--- src/rtl/sata_dma_stream_router.sv ---
// Command-driven 1-to-OUTPUTS stream demultiplexer: routes exactly cmd_len+1 words
// from the input stream to one latched destination, then returns to idle.
module sata_dma_stream_router #(
    parameter int unsigned OUTPUTS = 2,
    parameter int unsigned WIDTH   = 32,
    parameter int unsigned LENW    = 16,
    localparam int unsigned SELW   = $clog2(OUTPUTS)
) (
    input  logic                              clk,
    input  logic                              reset_n,
    input  logic [SELW-1:0]                   cmd_sel,
    input  logic [LENW-1:0]                   cmd_len,
    input  logic                              cmd_val,
    output logic                              cmd_rdy,
    input  logic                              abort,
    input  logic [WIDTH-1:0]                  i_dat,
    input  logic                              i_val,
    output logic                              i_rdy,
    output logic [OUTPUTS-1:0][WIDTH-1:0]     o_dat,
    output logic [OUTPUTS-1:0]                o_val,
    output logic [OUTPUTS-1:0]                o_eop,
    input  logic [OUTPUTS-1:0]                o_rdy,
    output logic                              busy,
    output logic [SELW-1:0]                   cur_sel,
    output logic                              done,
    output logic                              aborted
);

    typedef enum logic {StIdle, StXfer} state_e;

    state_e          state_q;
    logic [SELW-1:0] sel_q;
    logic [LENW-1:0] cnt_q;
    logic            xfer;
    logic            live;
    logic            take;
    logic            sel_ok;

    assign xfer    = (state_q == StXfer);
    assign live    = xfer & ~abort;
    assign cmd_rdy = ~xfer;
    assign busy    = xfer;
    assign cur_sel = sel_q;
    assign sel_ok  = (32'(cmd_sel) < OUTPUTS);
    assign take    = i_val & i_rdy;
    assign o_dat   = {OUTPUTS{i_dat}};

    // Zero-latency steering; abort blocks the handshake in its own cycle.
    always_comb begin
        o_val = '0;
        o_eop = '0;
        i_rdy = live & o_rdy[sel_q];
        if (live) begin
            o_val[sel_q] = i_val;
        end
        if (xfer) begin
            o_eop[sel_q] = (cnt_q == '0);
        end
    end

    always_ff @(posedge clk) begin
        if (!reset_n) begin
            state_q <= StIdle;
            sel_q   <= '0;
            cnt_q   <= '0;
            done    <= 1'b0;
            aborted <= 1'b0;
        end else begin
            done    <= 1'b0;
            aborted <= 1'b0;
            case (state_q)
                StIdle: begin
                    if (cmd_val) begin
                        state_q <= StXfer;
                        // Out-of-range destinations fall back to output 0.
                        sel_q   <= sel_ok ? cmd_sel : '0;
                        cnt_q   <= cmd_len;
                    end
                end
                StXfer: begin
                    if (abort) begin
                        state_q <= StIdle;
                        aborted <= 1'b1;
                    end else if (take) begin
                        if (cnt_q == '0) begin
                            state_q <= StIdle;
                            done    <= 1'b1;
                        end else begin
                            cnt_q <= cnt_q - 1'b1;
                        end
                    end
                end
                default: state_q <= StIdle;
            endcase
        end
    end

endmodule

--- config.mk ---
export PLATFORM = sky130hd
export DESIGN_NAME = sata_dma_stream_router
export DESIGN_NICKNAME = d
export VERILOG_FILES = /design/src/rtl/sata_dma_stream_router.sv
export SDC_FILE = /design/constraint.sdc
export NUM_CORES = 1
export LEC_CHECK = 0
export ABC_AREA = 1
export CAP_MARGIN = 20
export CORE_MARGIN = 3
export CORE_UTILIZATION = 33
export DETAILED_ROUTE_END_ITERATION = 6
export GPL_TIMING_DRIVEN = 0
export PLACE_DENSITY = 0.75
export SYNTH_ARGS = -nofsm -noshare
export SYNTH_HDL_FRONTEND = slang
export SYNTH_SLANG_ARGS = --single-unit
--- constraint.sdc ---
create_clock -name clk -period 1.3 [get_ports clk]
set_input_delay 0.26 -clock clk [delete_from_list [all_inputs] [get_ports clk]]
set_output_delay 0.26 -clock clk [all_outputs]
set_load 0.005 [all_outputs]
[Yosys cells after proc, flatten, opt, wreduce, memory -nomap -nowiden]
Index checks and enable logic that the tools add are counted.
Operators by class
  div/mod/pow operators: 0
  eq/ne operators: 4
  multiplexer cells: 18
  magnitude comparators: 2
  reduce and logical (&&, ||, !) cells: 6
  $mul: 0
  bitwise gates (word level): 9
  shift operators: 0
  $add $sub $neg: 1
Operator list (count)
  $mux W16: 4
  $pmux W16 S2: 1
  $logic_not A16 Y1: 1
  $sub A16 B1 Y16 const B: 1
  $mux W1: 9
  $ne A2 B2 Y1 const B: 3
  $and A2 B2 Y2: 2
  $mux W2: 2
  $not A1 Y1: 4
  $reduce_and A2 Y1: 2
  $reduce_and A4 Y1: 1
  $reduce_or A4 Y1: 1
  $and A1 B1 Y1: 3
  $lt A1 B2 Y1 const B: 1
  $ne A2 B1 Y1 const B: 1
  $pmux W1 S2: 1
  $demux W1 S1: 1
  $ge A1 B1 Y1 const B: 1
  $logic_and A1 B1 Y1: 1
Storage, ports and cells
  word-level logic and storage cells: 45
  output and inout bits: 74
  flip-flop bits (word level): 20
  memory bits (writable): 0
  memory bits (read-only): 0
  memories: 0
  latch bits: 0

[Longest topological paths before layout]
Gate-level depths: netlist of run 1.
  depth after elaboration: 7
  depth in mapped cells: 10
  mapped depth without buffers: 10

[Least setup slack after synthesis of run 1]
No wires, ideal clock.
  path type: reg2reg
  start: reg cnt_q[0]
  end: reg cnt_q[6]
  buffers on the path: 1
  setup slack: -83 ps
  cell stages (with the launch flop): 11
  required time: 1186 ps
  setup time: 114 ps
  arrival time: 1269 ps
  cells stage by stage: dfxtp_1 > inv_1 > ha_1 > nand2_2 > nor2_4 > nand3_4 > nand3_4 > buf_6 > nand2_1 > nand2_1 > nor2_1
On the way
  cells in the longest elaborated chain, start to end: 5
RTL lines
  start, declared: RTL line 33  | logic [LENW-1:0] cnt_q;
  start signal, assigned: RTL line 77  | cnt_q <= cmd_len;
  start signal, assigned: RTL line 89  | cnt_q <= cnt_q - 1'b1;
  $sub A16 B1 Y16: RTL line 89
  $mux W16: RTL line 85  | if (cnt_q == '0) begin
  $mux W16: RTL line 84  | end else if (take) begin
  $mux W16: RTL line 81  | if (abort) begin
  $pmux W16 S2: RTL line 71  | case (state_q)
Parallel ways exist; a longest one is shown, timed or not. The select of a mux whose other input is x is not followed.
A chain may end at the register's enable or synchronous reset.

[Worst setup path in the final report of run 1]
  start: reg cnt_q[7]
  end: out o_eop[1]
On the way
  cells in the longest elaborated chain, start to end: 3
RTL lines
  $logic_not A16 Y1: RTL line 57  | o_eop[sel_q] = (cnt_q == '0);
  $and A2 B2 Y2 (no line)
  $mux W2: RTL line 56  | if (xfer) begin
  end, declared: RTL line 21  | output logic [OUTPUTS-1:0] o_eop,
Every way passes these cells.

==> results of run 1 <==
stage by stage:
step | setup WS [ns] | utilization
5_1_grt | -0.4474 | 0.6267
6_report | -0.3921 | 0.6267
3_5_place_dp | -0.6561 | 0.5391
3_3_place_gp | -0.6327 | 0.5391
4_1_cts | -0.4140 | 0.5979
2_1_floorplan | 0.01561 | -
per-layer routing:
metal,wire [um],up-vias
met5,0,-
met4,54,0
met3,482,6
met2,3363,96
met1,2506,1083
li1,-,1192
what timing repair did:
item,CTS,global route
gates resized for setup,67,42
hold endpoints to repair,0,0
gates cloned,1,0
endpoints found under the setup margin,27,24
pin swaps,17,20
hold buffers,0,0
buffers inserted,23,8
synth_stat cells, types with 3 or more instances:
master / instances
nor2_1: 57
a21oi_1: 7
nor2_2: 3
inv_1: 28
buf_6: 3
nand2_2: 5
o21ai_0: 7
buf_4: 64
nand4_1: 5
nor2_4: 4
nand3_1: 16
dfxtp_1: 20
nand2_1: 92
power breakdown:
group / switching (mW) / internal [mW] / total [mW]
Sequential: 0.0755 / 0.681 / 0.756
Clock: 0.239 / 0.270 / 0.509
Combinational: 0.659 / 0.773 / 1.43
worst reg2reg max path, cell delays in order (launching register included):
cell	delay [ns]
dfxtp_2	0.34
inv_2	0.07
ha_4	0.14
nand2_4	0.05
buf_4	0.15
nor2_4	0.12
nand3_4	0.11
nand3_4	0.17
buf_6	0.13
buf_6	0.08
nand2_2	0.04
nand2_1	0.05
nor2_1	0.04
sequential cells by signal, summed over array words and instances, names as in the netlist:
signal and flops:
aborted 1, cnt_q 16, busy 1, done 1, cur_sel 1
worst max path at each step:
stage | start | end | slack, ns
finish | cnt_q[7] | o_eop[1] | -0.39
floorplan | cnt_q[1] | cnt_q[6] | 0.02
global route | cnt_q[0] | o_eop[1] | -0.45
global placement | busy | o_eop[1] | -0.63
detailed placement | busy | o_eop[0] | -0.66
CTS | cnt_q[0] | o_eop[0] | -0.41
cell families after synthesis:
group                    count (synthesis)  synth area share
AND/OR/NAND/NOR                        188            0.4192
XOR/XNOR                                 1          0.004440
flip-flops                              20            0.2029
AO/OA/AOI/OAI                           15           0.03868
adder cells (fa/ha/maj)                  1          0.006340
buffers and inverters                  102            0.3285
final cells by class:
class	count	area, um^2	area share
Sequential cell	20	422.9	0.1196
Inverter	30	115.1	0.03255
Tap cell	72	90.09	0.02548
Buffer	71	573.1	0.1621
Clock buffer	4	55.05	0.01557
Multi-Input combinational cell	205	1070	0.3025
Timing Repair Buffer	126	1210	0.3422
==> qor.yml, run 1 <==
timing:
  holdWs_ns: 0.4094
  setup_slack_ns: -0.3921
  setup_viol_count_final: 23
  finalCritPeriodShare: 1.302
  slew_headroom: 0.6177
  tightestPinTransition_ns: 0.5734
  fin_crit_ns: 1.692
  rsz0062_at_grt: "yes"
  hold_viol: 0
  max_freq_mhz: 591.0
  fin_worst_skew_ns: 0.002903
  tns_ns: -5.133
  finalMaxSlewViolations: 0
outcome:
  status: "complete, but fails checks"
  violations: "negative setup slack"
global_routing:
  grt_max_degree: 12
  antenna_found_initial: 0
  first_global_vias: 2235
  grt_util_all_layers: 0.1693
  grt-busiest-layer: "met2"
  grt_pass1_wl_um: 9977
  use_met2: 0.3098
  overflow: 0
  met3_usage: 0.03175
  use_met1: 0.2010
worst_setup_path:
  crit_type: "register to primary output"
  worstPathMaxFanout: 4
  worst-path-stages: 7
  r2r_end: "cnt_q[15]"
  cpMostUsedCell: "nor2_4"
  slowest_delay_ns: 0.37
  crit_family: "simple AND/OR/NAND/NOR gates"
  crit_buf_inv: 2
  critPathArrivalTime_ns: 1.43
  crit_required_ns: 1.04
  rrSetupSlack_ns: -0.29
  reg2reg_from: "cnt_q[0]"
  ff2ff_path_depth: 12
  cpMaxStageDelayCell: "dfxtp_4"
  critPathCaptureType: "primary output"
  start_kind: "register"
  crit_chain: "nor2_4, nand2_2, nor2_4, nand4_1, buf_4, nor2_1, buf_2"
floorplanning:
  rows: 27
  dieWidth_um: 83.33
  start_util: 0.3497
  dieArea_um2: 6943
  core_area_um2: 5642
  fp.dieH_um: 83.33
  pin_count: 130
clocking:
  cts.sinks: 20
  clockBufferDepth: 2
  numCtsBuffers: 3
  cts-root-buf: "clkbuf_8"
  cts_max_level: 1
  clk_latency_ns: 0.26
  cts_tree: "yes"
  path_clk_slew_ns: 0.09
yosys:
  avgSynthCellArea_um2: 6.034
  synthFlopType: "dfxtp_1"
  async_flop_share: 0
  syn_inst: 327
  ys_seq_elements: 20
  yosys.area.top_type_share: 0.2435
  ys_seq_area_frac: 0.2029
  synth_cell_type_count: 24
  syn_area_um2: 1973
  yosysWarnings: 0
  synth_top_cell_by_area: "buf_4"
  syn_nets: 384
  synth_area_leaders: "buf_4 24%, dfxtp_1 20%, nand2_1 18%"
  synth_edf_count: 0
detailed_routing:
  via_per_inst: 4.502
  postRouteAntennaNets: 0
  drc: 0
  drt-total-wl_um: 6407
  num_vias: 2377
  routedWlPerCell_um: 12.13
  initialDrtViolationCount: 161
  drtPass1Iterations: 4
pwr:
  powerDensity_nw_per_um2: 763.1
  p_leak_nw: 1.717
  power_mw: 2.698
  vdd_drop_max_mv: 0.5633
cells_and_area:
  diodes: 0
  mostFrequentLayoutCells: "85 x clkdlybuf4s50_1, 84 x buf_4, 79 x nand2_1"
  fin_cells: 528
  layout.nets: 514
  area_growth_pct: 79.20
  final_common_cell: "clkdlybuf4s50_1"
  drive_gt1_frac: 0.3706
  stdcell_area_um2: 3536
  n_fill_cell: 494
place:
  place.gp.congestion: 0.8840
  dp_hpwl_um: 4458
  dp_cells: 495
  dpl_cell_area_um2: 3042
  port_buffers: 96
hold_path:
  hold_path_class: "primary input to register"
  worstHoldStart: "abort"
  holdPathEnd: "aborted"
  min_path_cells: 3
job:
  maxCapViolations: 0
Power figures use the tool's default switching activity.
==> run 2, diff against run 1 <==
- CORE_UTILIZATION: 33 -> 40
- PLACE_DENSITY: 0.75 -> 0.85
- clock period: 1.3 -> 2 ns (I/O delays scaled with it)
==> run 2 against run 1 <==
Compared with the run above: the flow now finishes without violations; first-iteration DRC count up 22%; via count is 4.2% lower; total power down 38%; non-clock buffer count is 26 lower; utilization rose by 6.3 points; design area fell by 11%; global-route usage rose by 2.6 points; clock skew down 0.00066 ns; clock-buffer cell count down 1.
==> qor.yml, run 2 (same netlist as run 1, synthesis figures left out) <==
worst_setup_path:
  ff2ff_path_depth: 11  # was 12
  critPathArrivalTime_ns: 1.42  # was 1.43 ns
  worstPathMaxFanout: 19  # was 4
  reg2reg_from: "cnt_q[0]"  # unchanged
  start_kind: "register"  # unchanged
  crit_type: "register to primary output"  # unchanged
  crit_required_ns: 1.60  # was 1.04 ns
  rrSetupSlack_ns: 0.53  # was -0.29 ns
  critPathCaptureType: "primary output"  # unchanged
  r2r_end: "cnt_q[0]"  # was cnt_q[15]
clocking:
  numCtsBuffers: 3  # unchanged
  cts_tree: "yes"  # unchanged
  path_clk_slew_ns: 0.08  # was 0.09 ns
  cts_max_level: 1  # unchanged
  cts_hold_buf: 0  # unchanged
  cts.sinks: 20  # unchanged
  clockBufferDepth: 2  # unchanged
  cts-root-buf: "clkbuf_8"  # unchanged
  clk_latency_ns: 0.26  # about the same
timing:
  finalCritPeriodShare: 0.9107
  fin_worst_skew_ns: 0.002244  # was 0.002903 ns
  max_freq_mhz: 549.1
  rsz0062_at_grt: "no"  # was yes
  finalMaxSlewViolations: 0  # unchanged
  setup_viol_count_final: 0  # was 23
  tightestPinTransition_ns: 0.4799  # was 0.5734 ns
  slew_headroom: 0.6801  # was 0.6177
  fin_crit_ns: 1.821
  hold_viol: 0  # unchanged
  setup_slack_ns: 0.1787  # was -0.3921 ns
detailed_routing:
  postRouteAntennaNets: 0  # unchanged
  routedWlPerCell_um: 11.46  # was 12.13 um
  num_vias: 2278  # was 2,377
  drtPass1Iterations: 5  # was 4
  drt-total-wl_um: 5672  # was 6407 um
  drc: 0  # unchanged
  initialDrtViolationCount: 197  # was 161
  via_per_inst: 4.602  # was 4.502
cells_and_area:
  drive_gt1_frac: 0.2488  # was 0.3706
  largest_reg_flops: 16  # unchanged
  layout.nets: 488  # was 514
  mostFrequentLayoutCells: "91 x nand2_1, 90 x clkdlybuf4s50_1, 69 x buf_4"  # was 85 x clkdlybuf4s50_1, 84 x buf_4, 79 x nand2_1
  regMostFlops: "cnt_q"  # unchanged
  fin_cells: 495  # was 528
  area_growth_pct: 59.54  # was 79.20%
  diodes: 0  # unchanged
  final_core_utilization: 0.6897  # was 0.6267
  final_common_cell: "nand2_1"  # was clkdlybuf4s50_1
place:
  place.gp.congestion: 0.8849  # was 0.8840
  dp_slack_ns: -0.2016  # was -0.6561 ns
  port_buffers: 96  # unchanged
  dp_hpwl_um: 4489  # was 4458 um
  dp_cells: 488  # was 495
floorplanning:
  dieArea_um2: 5812  # was 6943 um^2
  fp.dieH_um: 76.24  # was 83.33 um
  dieWidth_um: 76.24  # was 83.33 um
  rows: 24  # was 27
  pin_count: 130  # unchanged
  core_area_um2: 4564  # was 5642 um^2
  start_util: 0.4323  # was 0.3497
hold_path:
  hold_path_class: "register to register"  # was primary input to register
  holdPathEnd: "cnt_q[0]"  # was aborted
  worstHoldStart: "cnt_q[0]"  # was abort
  min_path_cells: 2  # was 3
outcome:
  status: "completed"  # was complete, but fails checks
global_routing:
  antenna_found_initial: 0  # unchanged
  first_global_vias: 2184  # was 2,235
  grt_max_degree: 20  # was 12
  grt_util_all_layers: 0.1953  # was 0.1693
  grt_pass1_wl_um: 9729  # was 9977 um
  overflow: 0  # unchanged
job:
  maxCapViolations: 0  # unchanged
pwr:
  p_leak_nw: 1.536  # was 1.717 nW
  vdd_drop_max_mv: 0.4987  # was 0.5633 mV
  powerDensity_nw_per_um2: 532.1  # was 763.1 nW/um^2
  power_mw: 1.675  # was 2.698 mW
==> run 2: per-stage QoR <==
stage,hold WS [ns],setup TNS (ns),cell area (um^2)
final,0.5130,0,3148
after global routing,0.5199,0,3148
after CTS,0.5125,0,3129
after detailed placement,0.4890,-0.7278,3015
after global placement,0.4830,-0.6543,3015
after floorplan,0.4720,0,1973
==> run 2: what timing repair did <==
action	4_1_cts	5_1_grt
pin swaps	3	7
setup buffers	2	2
resized for setup	18	9
setup endpoints to repair	6	2
==> run 2: cell type report <==
class	instances	area [um^2]
fillers	423	1416
repair buffers	100	975.9
multi-input cells	205	962.2
plain buffers	71	540.5
flip-flops and latches	20	404.1
inverters	30	112.6
well taps	65	81.33
clock buffers	3	41.29
clock inverters	1	30.03
==> run 2: power breakdown <==
part	leakage, nW	internal (mW)	switching, mW
clock	0.0357	0.267	0.146
sequential	0.166	0.439	0.0453
combinational	1.33	0.406	0.370
total	1.54	1.11	0.562
==> run 2: worst max-delay path by stage <==
stage	slack [ns]	start	end
global route	0.06	cnt_q[0]	o_eop[1]
global placement	-0.19	abort	o_val[1]
floorplan	0.52	cnt_q[0]	o_eop[0]
detailed placement	-0.20	abort	o_val[1]
finish	0.18	busy	cmd_rdy
CTS	0.07	cnt_q[0]	o_eop[0]
==> run 2: critical path: stages (launching register included) <==
cell             delay [ns]
dfxtp_1                0.34
inv_2                  0.09
buf_6                  0.19
clkdlybuf4s50_1        0.53
==> run 2: layer usage <==
metal  vias to the layer above  GRT usage  wire length (um)
met5                         -          0                 0
met4                         0    0.05254                65
met3                         8    0.04610               555
met2                       130     0.3717              3024
met1                      1000     0.2138              2026
li1                       1140          -                 -
